==> config.mk <==
export PLATFORM = sky130hd
export DESIGN_NAME = cic_interp_lite
export DESIGN_NICKNAME = d
export VERILOG_FILES = /design/src/rtl/cic_interp_lite.sv
export SDC_FILE = /design/constraint.sdc
export NUM_CORES = 1
export LEC_CHECK = 0
export ABC_AREA = 1
export ABC_CLOCK_PERIOD_IN_PS = 10200
export BUFFER_PORTS_ARGS = -buffer_cell sky130_fd_sc_hd__buf_2
export CORE_MARGIN = 1
export CORE_UTILIZATION = 30
export CTS_CLUSTER_SIZE = 30
export DETAILED_ROUTE_END_ITERATION = 6
export GPL_ROUTABILITY_DRIVEN = 0
export GPL_TIMING_DRIVEN = 0
export HOLD_SLACK_MARGIN = 0.08
export PLACE_DENSITY = 0.48
export SLEW_MARGIN = 15
export SYNTH_ARGS = -nofsm -noshare
export SYNTH_HDL_FRONTEND = slang
export SYNTH_SLANG_ARGS = --single-unit
==> constraint.sdc <==
create_clock -name CLK -period 10.2 [get_ports CLK]
set_input_delay 1.53 -clock CLK [delete_from_list [all_inputs] [get_ports CLK]]
set_output_delay 1.53 -clock CLK [all_outputs]
set_load 0.005 [all_outputs]
==> src/rtl/cic_interp_lite.sv <==
// 3-stage CIC interpolator (low-rate combs, tick-rate integrators); a sample consumed on tick T reaches x_out on tick T+4.
// One-entry input buffer, in_ready low while full; CIC_INTERP_SAT_EN selects 16-bit output saturation instead of wrap.
module cic_interp_lite #(
   parameter int BITS      = 8,
   parameter int INTERP    = 64,
   parameter int WIDTH     = 26,
   parameter int OUT_SHIFT = 4
) (
   input  logic                   CLK,
   input  logic                   RSTb,
   input  logic                   tick,
   input  logic signed [BITS-1:0] x_in,
   input  logic                   in_valid,
   output logic                   in_ready,
   input  logic                   clr_underrun,
   output logic signed [15:0]     x_out,
   output logic                   out_tick,
   output logic                   underrun
);

   localparam int PW = $clog2(INTERP);
   localparam int EW = (WIDTH > 17) ? WIDTH : 17;

   logic [PW-1:0]           r_phase;
   logic                    r_full;
   logic signed [BITS-1:0]  r_buf;
   logic signed [WIDTH-1:0] r_d1, r_d2, r_d3, r_u, r_i1, r_i2, r_i3;

   logic                    w_xfer, w_p0;
   logic signed [WIDTH-1:0] w_s, w_c1, w_c2, w_c3, w_shift;
   logic signed [EW-1:0]    w_ext;
   logic signed [15:0]      w_out;

   assign in_ready = !r_full;
   assign w_xfer   = in_valid && !r_full;
   assign w_p0     = tick && (r_phase == '0);

   // An empty buffer on a phase-0 tick feeds a zero sample into the combs.
   assign w_s  = r_full ? WIDTH'(r_buf) : '0;
   assign w_c1 = w_s - r_d1;
   assign w_c2 = w_c1 - r_d2;
   assign w_c3 = w_c2 - r_d3;

   assign w_shift = r_i3 >>> OUT_SHIFT;
   assign w_ext   = EW'(w_shift);

`ifdef CIC_INTERP_SAT_EN
   localparam logic signed [EW-1:0] SAT_HI = EW'(32767);
   localparam logic signed [EW-1:0] SAT_LO = EW'(-32768);

   always_comb begin
      w_out = w_ext[15:0];
      if (w_ext > SAT_HI)
         w_out = 16'sh7FFF;
      else if (w_ext < SAT_LO)
         w_out = 16'sh8000;
   end
`else
   logic w_unused_hi;
   assign w_unused_hi = ^w_ext[EW-1:16];
   assign w_out       = w_ext[15:0];
`endif

   always_ff @(posedge CLK or negedge RSTb) begin
      if (!RSTb) begin
         r_phase  <= '0;
         r_full   <= 1'b0;
         r_buf    <= '0;
         r_d1     <= '0;
         r_d2     <= '0;
         r_d3     <= '0;
         r_u      <= '0;
         r_i1     <= '0;
         r_i2     <= '0;
         r_i3     <= '0;
         x_out    <= '0;
         out_tick <= 1'b0;
         underrun <= 1'b0;
      end else begin
         out_tick <= tick;

         // A transfer landing on an empty-buffer phase-0 tick is kept for the next frame.
         if (w_p0 && r_full)
            r_full <= 1'b0;
         else if (w_xfer) begin
            r_full <= 1'b1;
            r_buf  <= x_in;
         end

         if (w_p0 && !r_full)
            underrun <= 1'b1;
         else if (clr_underrun)
            underrun <= 1'b0;

         if (w_p0) begin
            r_d1 <= w_s;
            r_d2 <= w_c1;
            r_d3 <= w_c2;
         end

         if (tick) begin
            r_phase <= r_phase + 1'b1;
            r_u     <= w_p0 ? w_c3 : '0;
            r_i1    <= r_i1 + r_u;
            r_i2    <= r_i2 + r_i1;
            r_i3    <= r_i3 + r_i2;
            x_out   <= w_out;
         end
      end
   end

endmodule
## Word-level counts from Yosys, hierarchy flattened

Cells that the tools add are included.

| word-level totals | value |
|---|---|
| flip-flop bits (word level) | 215 |
| logic and storage cells | 36 |
| input bits | 13 |

| cells by class | value |
|---|---|
| add/sub/neg operators | 7 |
| mux-type cells | 6 |
| reductions and logical operators | 9 |
| bitwise logic cells | 1 |

Operators with widths:

| cell | count |
|---|---|
| adder 26 bit | 3 |
| subtractor 26 bit | 3 |
| 2-to-1 mux 26 bit | 2 |
| adder 6 x 1 -> 6 bit (second input constant) | 1 |
| logical NOT 6 bit | 1 |
| logical AND 1 bit | 4 |
| 2-to-1 mux 1 bit | 4 |
| nonzero test 2 bit | 2 |
| AND reduction 2 bit | 1 |
| logical NOT 1 bit | 1 |
| inverter 1 bit | 1 |

## Depth between registers and ports, before layout

Gate-level depths: netlist of the first run.

| depth | value |
|---|---|
| depth after elaboration | 5 |
| depth in mapped cells | 32 |
| depth with buffers taken out | 31 |

## Worst setup path before layout of the first run

No wires, ideal clock.

| path | value |
|---|---|
| kind | reg-to-reg |
| start | register r_full |
| end | register r_u[19] |
| stages on the path, launching flop included | 28 |
| period minus slack after synthesis | 4.605 ns |
| arrival time | 4.488 ns |
| library setup time | 0.117 ns |
| path slack | 5.595 ns |
| cells stage by stage | dfrtp_1 buf_2 nand2_1 ha_1 fa_1 o21ai_1 nand3_1 nand2_1 nand3_1 nand2_1 fa_1 ha_1 nand2_1 nor2_1 and2_2 a21oi_2 o21bai_2 nand2_1 nand4_1 and2_1 ha_1 nand2_1 nor4_1 nand4_1 nand3_1 nand3_1 nand3_1 nand2_1 |

| on the way | value |
|---|---|
| longest elaborated chain between the ends | 5 |

Ends and longest elaborated chain:

| what | line | RTL |
|---|---|---|
| start, declared | 25 | `logic r_full;` |
| start signal, assigned | 67 | `r_full <= 1'b0;` |
| start signal, assigned | 84 | `r_full <= 1'b0;` |
| start signal, assigned | 86 | `r_full <= 1'b1;` |
| 2-to-1 mux 26 bit | 39 | `assign w_s = r_full ? WIDTH'(r_buf) : '0;` |
| subtractor 26 bit | 40 | `assign w_c1 = w_s - r_d1;` |
| named net w_c1[8] | 30 | `logic signed [WIDTH-1:0] w_s, w_c1, w_c2, w_c3, w_shift;` |
| subtractor 26 bit | 41 | `assign w_c2 = w_c1 - r_d2;` |
| named net w_c2[17] | 30 |  |
| subtractor 26 bit | 42 | `assign w_c3 = w_c2 - r_d3;` |
| 2-to-1 mux 26 bit | 103 | `r_u <= w_p0 ? w_c3 : '0;` |
| end signal, assigned | 103 |  |
| end, declared | 27 | `logic signed [WIDTH-1:0] r_d1, r_d2, r_d3, r_u, r_i1, r_i2, r_i3;` |

The timed path passes the listed nets, and every way through them passes these cells.
A chain may end at the register's enable or synchronous reset.

## Worst setup path after layout of the first run

Ends and elaborated chain as after synthesis.

==> flow_summary.json, run 1 <==
{
  "layout_min_cycle_time_ps": 5490,
  "period_share_pct": 53.8,
  "drt_wl_total_um": 31100,
  "initial_utilization_pct": 30.5,
  "hpwl_um": 24800,
  "root_buffer": "clkbuf_16",
  "finalHoldViolCount": 0,
  "relSlewSlack_pct": 43.2,
  "synth-adder-area-share_pct": 12.9,
  "die_h_um": 197,
  "fp.coreArea_um2": 37600,
  "drc": 0,
  "finalSetupViolCount": 0,
  "slew_violations": 0,
  "layout_commonest_cell": "nand2_1",
  "clockBufferDepth": 2,
  "hold_start": "x_out[10]",
  "timing.max_cap.violations": 0,
  "ys_seq_elements": 161,
  "synth_top_area_cell": "dfrtp_1",
  "cts.hold.buffers_added": 0,
  "synth_top_family_by_area": "simple AND/OR/NAND/NOR gates",
  "crit_path_top_delay_cell": "nor4_1",
  "synth_area_leaders": "dfrtp_1 (35%), nand2_1 (14%), ha_1 (11%), o21ai_0 (5.6%), inv_1 (5.1%)",
  "synth_xor_area_share_pct": 5.27,
  "syn_to_final_growth_pct": 12.9,
  "grt_usage_pct": 17.0,
  "num_io_pins": 32,
  "die_area_um2": 39000,
  "antenna_left": 0,
  "crit_start": "r_full",
  "post_cts_buffers": 0,
  "hold_path_class": "register to register",
  "synth_top_area_share_pct": 35.2,
  "ys_seq_area_share_pct": 35.2,
  "end_kind": "register",
  "grt_max_degree": 93,
  "synth_simple_gate_area_share_pct": 23.0,
  "n_antenna_cell": 0,
  "path_clk_slew_ps": 70,
  "mostFrequentLayoutCells": "nand2_1 (426), dfrtp_1 (161), inv_1 (157)",
  "muxShareOfSynthArea_pct": 0.787,
  "status": "finished, final reports clean",
  "grt_first_pass_wirelength_um": 51800,
  "cts_buffers": 17,
  "die_x_um": 197,
  "ys_types": 50,
  "nNetsFinal": 1682,
  "required_ps": 10530,
  "slowest_delay_ps": 460,
  "async_reset_ff_share_pct": 100,
  "fin_skew_ps": 14.1,
  "portBuffers": 31,
  "cp_max_fo": 10,
  "clock_latency_ps": 450,
  "synth_edf_count": 0,
  "regToRegStartpoint": "r_full",
  "yosysWarnings": 0,
  "routedWlPerCell_um": 15.0,
  "drive_gt1_share_pct": 8.03,
  "drt_iter0_drc": 393,
  "crit_arrival_ps": 5820,
  "synth_compound_area_share_pct": 16.6,
  "crit_type": "register to register",
  "rsz0062_at_grt": "false",
  "ctsHtreeMaxLevel": 4,
  "drtPass1Iterations": 5,
  "cts_resized": 0,
  "tightest_slew_ps": 852,
  "syn_area_per_cell_um2": 7.62,
  "ys.flop_type": "dfrtp_1",
  "max_freq_mhz": 182,
  "synth_area_um2": 11500,
  "antenna_found_initial": 0,
  "syn-num-nets": 1630,
  "cts_tree": "yes",
  "synthCells": 1504,
  "grt_overflow": 0,
  "timing.critical_path.mode_cell": "nand2_1",
  "vias": 9777,
  "drt-vias-per-instance": 4.70,
  "rows": 71,
  "clock_sinks": 161,
  "grt_pass1_vias": 9926,
  "critPathLaunchType": "register",
  "fin_tns_setup_ps": 0
}
[registers in the layout, indices dropped and copies added, names as in the netlist, 8 cells and up]
name and flops:
r_i1 20, r_i3 20, r_buf 8, r_d3 20, r_d2 20, r_u 20
r_d1 8, x_out 16, r_i2 20
[worst max-delay path: cells and delay by family, from the launching register on]
kind            cells  cell delay [ps]
flops               1              320
simple gates       18             2320
buf+inv             1              190
fa+ha+maj           5             1830
compound gates      4              720
[logic make-up after synthesis]
family          count (synthesis)
simple gates                  631
compound gates                333
buf+inv                       190
flops                         161
fa+ha+maj                     113
xor+xnor                       68
mux                             8
[area by class of cell]
class	count	area, µm²
buffer	32	136
clock buffer	17	425
clock inverter	15	195
fill	4024	24600
inverter	158	593
multi-input combinational	1153	6700
sequential	161	4030
tap	511	639
timing repair buffer	33	220
[per-layer routing]
layer	wire (µm)	up-vias	GRT usage (%)
li1	-	5125	-
met1	14800	4530	21.5
met2	15300	95	30.0
met3	660	27	2.90
met4	444	0	4.19
met5	0	-	0
[stage by stage]
stage	util (%)	instances	hold WS (ps)	setup slack [ps]	cell area (µm²)
after global routing	34.4	2080	496	4100	12900
after CTS	34.4	2080	471	4630	12900
after floorplan	-	1504	446	5590	11500
after detailed placement	32.8	2048	454	4680	12300
after global placement	32.6	2046	450	4680	12200
final	34.4	2080	463	4710	12900
[synthesized netlist by cell type, types with 10 or more instances]
| cell type | instances |
|---|---|
| buf_2 | 10 |
| nor3_1 | 14 |
| nand2_1 | 426 |
| o21ai_0 | 129 |
| dfrtp_1 | 161 |
| a21oi_1 | 108 |
| ha_1 | 105 |
| nor2_1 | 74 |
| a31oi_1 | 13 |
| a21o_1 | 15 |
| nand4_1 | 16 |
| xor2_1 | 33 |
| inv_1 | 157 |
| nand3_1 | 66 |
| xnor2_1 | 34 |
| clkbuf_1 | 21 |
| o21ai_1 | 22 |
| o21ai_2 | 12 |
[worst paths after layout]
path	endpoint	slack, ps	depth (start not counted)
setup / recovery	r_u[19]	4710	28
hold / removal	x_out[10]	460	2
setup reg to reg	r_u[19]	4710	28
hold reg to reg	x_out[10]	460	2
max in group asynchronous	r_d3[11]	8330	3
min in group asynchronous	r_i2[13]	1060	2
Power of run 1 is not shown: default switching activity piles up to over one toggle a cycle in this logic, so the estimate is an artifact.
==> run 2, diff against run 1 <==
--- a/config.mk
+++ b/config.mk
@@ -5,8 +5,8 @@
 export SDC_FILE = /design/constraint.sdc
 export NUM_CORES = 1
 export LEC_CHECK = 0
-export ABC_AREA = 1
-export ABC_CLOCK_PERIOD_IN_PS = 10200
+export ABC_AREA = 0
+export ABC_CLOCK_PERIOD_IN_PS = 4800
 export BUFFER_PORTS_ARGS = -buffer_cell sky130_fd_sc_hd__buf_2
 export CORE_MARGIN = 1
 export CORE_UTILIZATION = 30
@@ -15,7 +15,7 @@
 export GPL_ROUTABILITY_DRIVEN = 0
 export GPL_TIMING_DRIVEN = 0
 export HOLD_SLACK_MARGIN = 0.08
-export PLACE_DENSITY = 0.48
+export PLACE_DENSITY = 0.5
 export SLEW_MARGIN = 15
 export SYNTH_ARGS = -nofsm -noshare
 export SYNTH_HDL_FRONTEND = slang
==> constraint.sdc (replaced) <==
create_clock -name CLK -period 4.8 [get_ports CLK]
set_input_delay 0.72 -clock CLK [delete_from_list [all_inputs] [get_ports CLK]]
set_output_delay 0.72 -clock CLK [all_outputs]
set_load 0.005 [all_outputs]
==> run 2 against run 1 <==
Against the previous run:
- the flow now finishes with violations (negative setup slack)
- final area shrank 3.7%
- area after synthesis shrank 8.3%
- register-to-register slack lost 5200 ps
- highest routed layer unchanged
==> flow_summary.json, run 2 <==
{
  "crit_path_top_delay_cell": "fa_2",
  "cts.hold.buffers_added": 0,
  "drive_gt1_share_pct": 19.6,
  "crit_type": "register to register",
  "synthCells": 1066,
  "routedWlPerCell_um": 14.3,
  "n_antenna_cell": 0,
  "die_x_um": 189,
  "drtPass1Iterations": 4,
  "layout_min_cycle_time_ps": 5260,
  "synthTopCellsByCount": "dfrtp_1 (161), ha_1 (105), inv_1 (79)",
  "rows": 68,
  "antenna_found_initial": 0,
  "grt_pass1_vias": 7806,
  "ff2ff_setup_slack_ps": -460,
  "grt_first_pass_wirelength_um": 39300,
  "syn_to_final_growth_pct": 18.6,
  "hpwl_um": 16500,
  "max_freq_mhz": 190,
  "cp_top_family": "compound AO/OA/AOI/OAI gates",
  "finalHoldViolCount": 0,
  "clock_latency_ps": 440,
  "layout_commonest_cell": "dfrtp_1",
  "yosysWarnings": 0,
  "cp_max_fo": 6,
  "ys_seq_elements": 161,
  "initial_utilization_pct": 30.4,
  "fin_skew_ps": 8.77,
  "grt_usage_pct": 13.8,
  "rsz0062_at_grt": "true",
  "portBuffers": 31,
  "clockBufferDepth": 2,
  "slowest_delay_ps": 460,
  "status": "complete, but fails checks",
  "vias": 7658,
  "end_kind": "register",
  "crit_arrival_ps": 5600,
  "mostFrequentLayoutCells": "dfrtp_1 (161), ha_1 (93), inv_1 (79)",
  "period_share_pct": 110,
  "timing.critical_path.buf_inv": 3,
  "grt_max_degree": 93,
  "finalSetupViolCount": 7,
  "cts_buffers": 17,
  "ys_types": 65,
  "relSlewSlack_pct": 48.3,
  "synth_area_um2": 10500,
  "drt_iter0_drc": 167,
  "path_clk_slew_ps": 70,
  "async_reset_ff_share_pct": 100,
  "antenna_left": 0,
  "ctsHtreeMaxLevel": 4,
  "num_io_pins": 32,
  "required_ps": 5130,
  "synth_area_leaders": "dfrtp_1 (38%), ha_1 (13%), mux2_2 (7.1%), xnor2_1 (6.0%), o21ai_0 (3.7%)",
  "synth_edf_count": 0,
  "finish.utilization_pct": 36.1,
  "timing.max_cap.violations": 0,
  "synth_top_area_cell": "dfrtp_1",
  "regToRegStartpoint": "r_full",
  "synth_top_area_share_pct": 38.3,
  "slew_violations": 0,
  "hold_ws_ps": 233,
  "critPathLaunchType": "register",
  "fp.coreArea_um2": 34500,
  "drc": 0,
  "die_h_um": 189,
  "ys.flop_type": "dfrtp_1",
  "hold_path_class": "input pin to asynchronous set/reset pin",
  "cts_tree": "yes",
  "root_buffer": "clkbuf_16",
  "worst_r2r_endpoint": "r_u[18]",
  "rr_worst_depth": 26,
  "syn_area_per_cell_um2": 9.86,
  "clock_sinks": 161,
  "fin_ws_ps": -465,
  "nNetsFinal": 1270,
  "ys_seq_area_share_pct": 38.3,
  "tightest_slew_ps": 776,
  "die_area_um2": 35800,
  "failed_checks": "negative setup slack",
  "grt_overflow": 0,
  "dpl_cell_area_um2": 11400,
  "final_area_um2": 12500,
  "drt_wl_total_um": 23000,
  "syn-num-nets": 1192,
  "drt-vias-per-instance": 4.75,
  "yosysMostFrequentCell": "dfrtp_1"
}
-- run 2: layer usage --
layer	track usage, %	wire (µm)	vias up
li1	-	-	3959
met5	0	0	-
met2	23.6	11000	84
met1	17.3	11000	3581
met4	5.09	493	0
met3	2.37	558	34
-- run 2: cell families after synthesis --
family                     after synthesis  share of synthesized area (%)
adders and majority gates              113                           14.0
buffers and inverters                  106                           3.80
AOI/OAI and AO/OA                      292                           18.5
and+or+nand+nor                        235                           10.5
DFF                                    161                           38.3
xor gates and xnor gates                91                           7.59
muxes                                   68                           7.26
-- run 2: timing repair --
item | in CTS | in global routing
pin swaps | 22 | 21
buffers inserted | 19 | 8
resized for setup | 35 | 22
endpoints found under the setup margin | 12 | 13
-- run 2: worst max-delay path by stage --
stage	from	to	slack, ps	depth (start not counted)
2_1_floorplan	r_full	r_u[18]	-110	27
3_3_place_gp	r_full	r_u[19]	-710	27
3_5_place_dp	r_full	r_u[19]	-760	27
4_1_cts	r_full	r_u[18]	-530	27
5_1_grt	r_full	r_u[18]	-650	27
6_report	r_full	r_u[18]	-460	26
-- run 2: stage by stage --
stage	setup TNS, ps	worst slack (ps)	cells
3_3_place_gp	-3620	-705	1552
6_report	-2570	-465	1611
2_1_floorplan	-219	-105	1066
4_1_cts	-2580	-532	1603
5_1_grt	-4670	-647	1611
3_5_place_dp	-4050	-758	1553
-- run 2: area by class of cell --
| cell class | instances | area (µm²) |
|---|---|---|
| Timing Repair Buffer | 59 | 395 |
| Clock buffer | 21 | 460 |
| Buffer | 27 | 114 |
| Multi-Input combinational cell | 799 | 6430 |
| Clock inverter | 10 | 159 |
| Tap cell | 455 | 569 |
| Sequential cell | 161 | 4030 |
| Fill cell | 3494 | 22100 |
| Inverter | 79 | 297 |
Power of run 2 is left out for the same reason.
==> run 3, diff against run 2 <==
--- a/config.mk
+++ b/config.mk
@@ -6,7 +6,7 @@
 export NUM_CORES = 1
 export LEC_CHECK = 0
 export ABC_AREA = 0
-export ABC_CLOCK_PERIOD_IN_PS = 4800
+export ABC_CLOCK_PERIOD_IN_PS = 6700
 export BUFFER_PORTS_ARGS = -buffer_cell sky130_fd_sc_hd__buf_2
 export CORE_MARGIN = 1
 export CORE_UTILIZATION = 30
@@ -15,8 +15,7 @@
 export GPL_ROUTABILITY_DRIVEN = 0
 export GPL_TIMING_DRIVEN = 0
 export HOLD_SLACK_MARGIN = 0.08
-export PLACE_DENSITY = 0.5
-export SLEW_MARGIN = 15
+export PLACE_DENSITY = 0.48
 export SYNTH_ARGS = -nofsm -noshare
 export SYNTH_HDL_FRONTEND = slang
 export SYNTH_SLANG_ARGS = --single-unit
==> constraint.sdc (replaced) <==
create_clock -name CLK -period 6.7 [get_ports CLK]
set_input_delay 1.005 -clock CLK [delete_from_list [all_inputs] [get_ports CLK]]
set_output_delay 1.005 -clock CLK [all_outputs]
set_load 0.005 [all_outputs]
==> run 3 against run 2 <==
Against the previous run:
- the flow now finishes without violations
- sequential cell count did not move
- first-iteration DRC count rose by 21%
- critical path depth did not move
- worst hold slack improved by 240 ps
- fmax fell by 13%
- final area fell by 5.1%
- core utilization fell by 1.8 points
- critical endpoint is now r_u[19]
==> flow_summary.json, run 3 (same netlist as run 2, synthesis figures left out) <==
{
  "slowest_delay_ps": 540,
  "status": "finished, final reports clean",
  "grt_max_degree": 100,
  "post_cts_buffers": 0,
  "drt_iter0_drc": 202,
  "clockBufferDepth": 2,
  "drtPass1Iterations": 4,
  "drt-vias-per-instance": 4.68,
  "nNetsFinal": 1242,
  "grt_overflow": 0,
  "grt_pass1_vias": 7551,
  "antenna_left": 0,
  "drive_gt1_share_pct": 13.1,
  "n_antenna_cell": 0,
  "die_area_um2": 35800,
  "crit_path_top_delay_cell": "dfrtp_1",
  "hold_path_class": "register to register",
  "die_x_um": 189,
  "drt_wl_total_um": 22100,
  "fin_ws_ps": 641,
  "period_share_pct": 90.4,
  "path_depth": 26,
  "clock_sinks": 161,
  "whs_path_depth": 1,
  "finalSetupViolCount": 0,
  "relSlewSlack_pct": 42.6,
  "finalHoldViolCount": 0,
  "cp_top_family": "compound AO/OA/AOI/OAI gates",
  "cts_tree": "yes",
  "slew_violations": 0,
  "num_io_pins": 32,
  "layout_commonest_cell": "dfrtp_1",
  "vias": 7410,
  "crit_arrival_ps": 6360,
  "timing.max_cap.violations": 0,
  "crit_type": "register to register",
  "required_ps": 7000,
  "rows": 68,
  "pre_cts_slack_ps": 456,
  "hold-path-endpoint": "r_phase[5]",
  "timing.critical_path.mode_cell": "o21ai_0",
  "hold_start": "r_phase[5]",
  "antenna_found_initial": 0,
  "grt_usage_pct": 13.3,
  "routedWlPerCell_um": 14.0,
  "cts_buffers": 17,
  "critPathLaunchType": "register",
  "timing.critical_path.buf_inv": 0,
  "portBuffers": 31,
  "ff2ff_setup_slack_ps": 640,
  "rr_worst_depth": 26,
  "grt_first_pass_wirelength_um": 37900,
  "clock_latency_ps": 440,
  "dpl_cell_area_um2": 11300,
  "hpwl_um": 16400,
  "drc": 0,
  "syn_to_final_growth_pct": 12.6,
  "layout_min_cycle_time_ps": 6060,
  "end_kind": "register",
  "final_area_um2": 11800,
  "initial_utilization_pct": 30.4,
  "tightest_slew_ps": 862,
  "mostFrequentLayoutCells": "dfrtp_1 (161), ha_1 (105), inv_1 (79)",
  "die_h_um": 189,
  "ctsHtreeMaxLevel": 4,
  "rsz0062_at_grt": "false",
  "worst_r2r_endpoint": "r_u[19]",
  "fin_tns_setup_ps": 0,
  "max_freq_mhz": 165,
  "fin_skew_ps": 6.98,
  "fp.coreArea_um2": 34500,
  "regToRegStartpoint": "r_full",
  "path_clk_slew_ps": 70,
  "cp_max_fo": 12,
  "root_buffer": "clkbuf_16"
}
[run 3: cell types whose count changed in the layout (fill, tap and decap cells not counted), sizes merged]
cell	previous run	this run
inv	79	83
buf	65	37
bufinv	4	1
clkbuf	42	38
clkinv	4	8
[run 3: final cells by class]
type                            count  area (µm²)
Buffer                             26        98.8
Clock buffer                       17         425
Clock inverter                     15         135
Fill cell                        3601       22700
Inverter                           79         297
Multi-Input combinational cell    799        6080
Sequential cell                   161        4030
Tap cell                          455         569
Timing Repair Buffer               32         193
[run 3: worst max path at each step]
stage	slack, ps	end	start
after floorplan	1430	r_u[19]	r_full
after global placement	510	r_u[19]	r_full
after global routing	100	r_u[19]	r_full
after detailed placement	460	r_u[19]	r_full
final	640	r_u[19]	r_full
after CTS	420	r_u[19]	r_full
[run 3: metrics by stage]
stage	hold WS, ps	instances	util [%]
after floorplan	443	1066	-
after CTS	473	1585	34.2
after global placement	460	1552	32.5
final	469	1584	34.2
after global routing	497	1584	34.2
after detailed placement	460	1553	32.6
[run 3: per-layer routing]
| layer | track usage (%) | part of all wire (%) |
|---|---|---|
| met5 | 0 | 0 |
| met3 | 2.39 | 2.2 |
| met1 | 16.6 | 50 |
| met2 | 23.2 | 47 |
| met4 | 4.03 | 1.3 |
[run 3: timing repair]
action,CTS,global route
resized for setup,0,0
endpoints found under the setup margin,0,1
hold buffers,0,0
Power of run 3 is left out for the same reason.
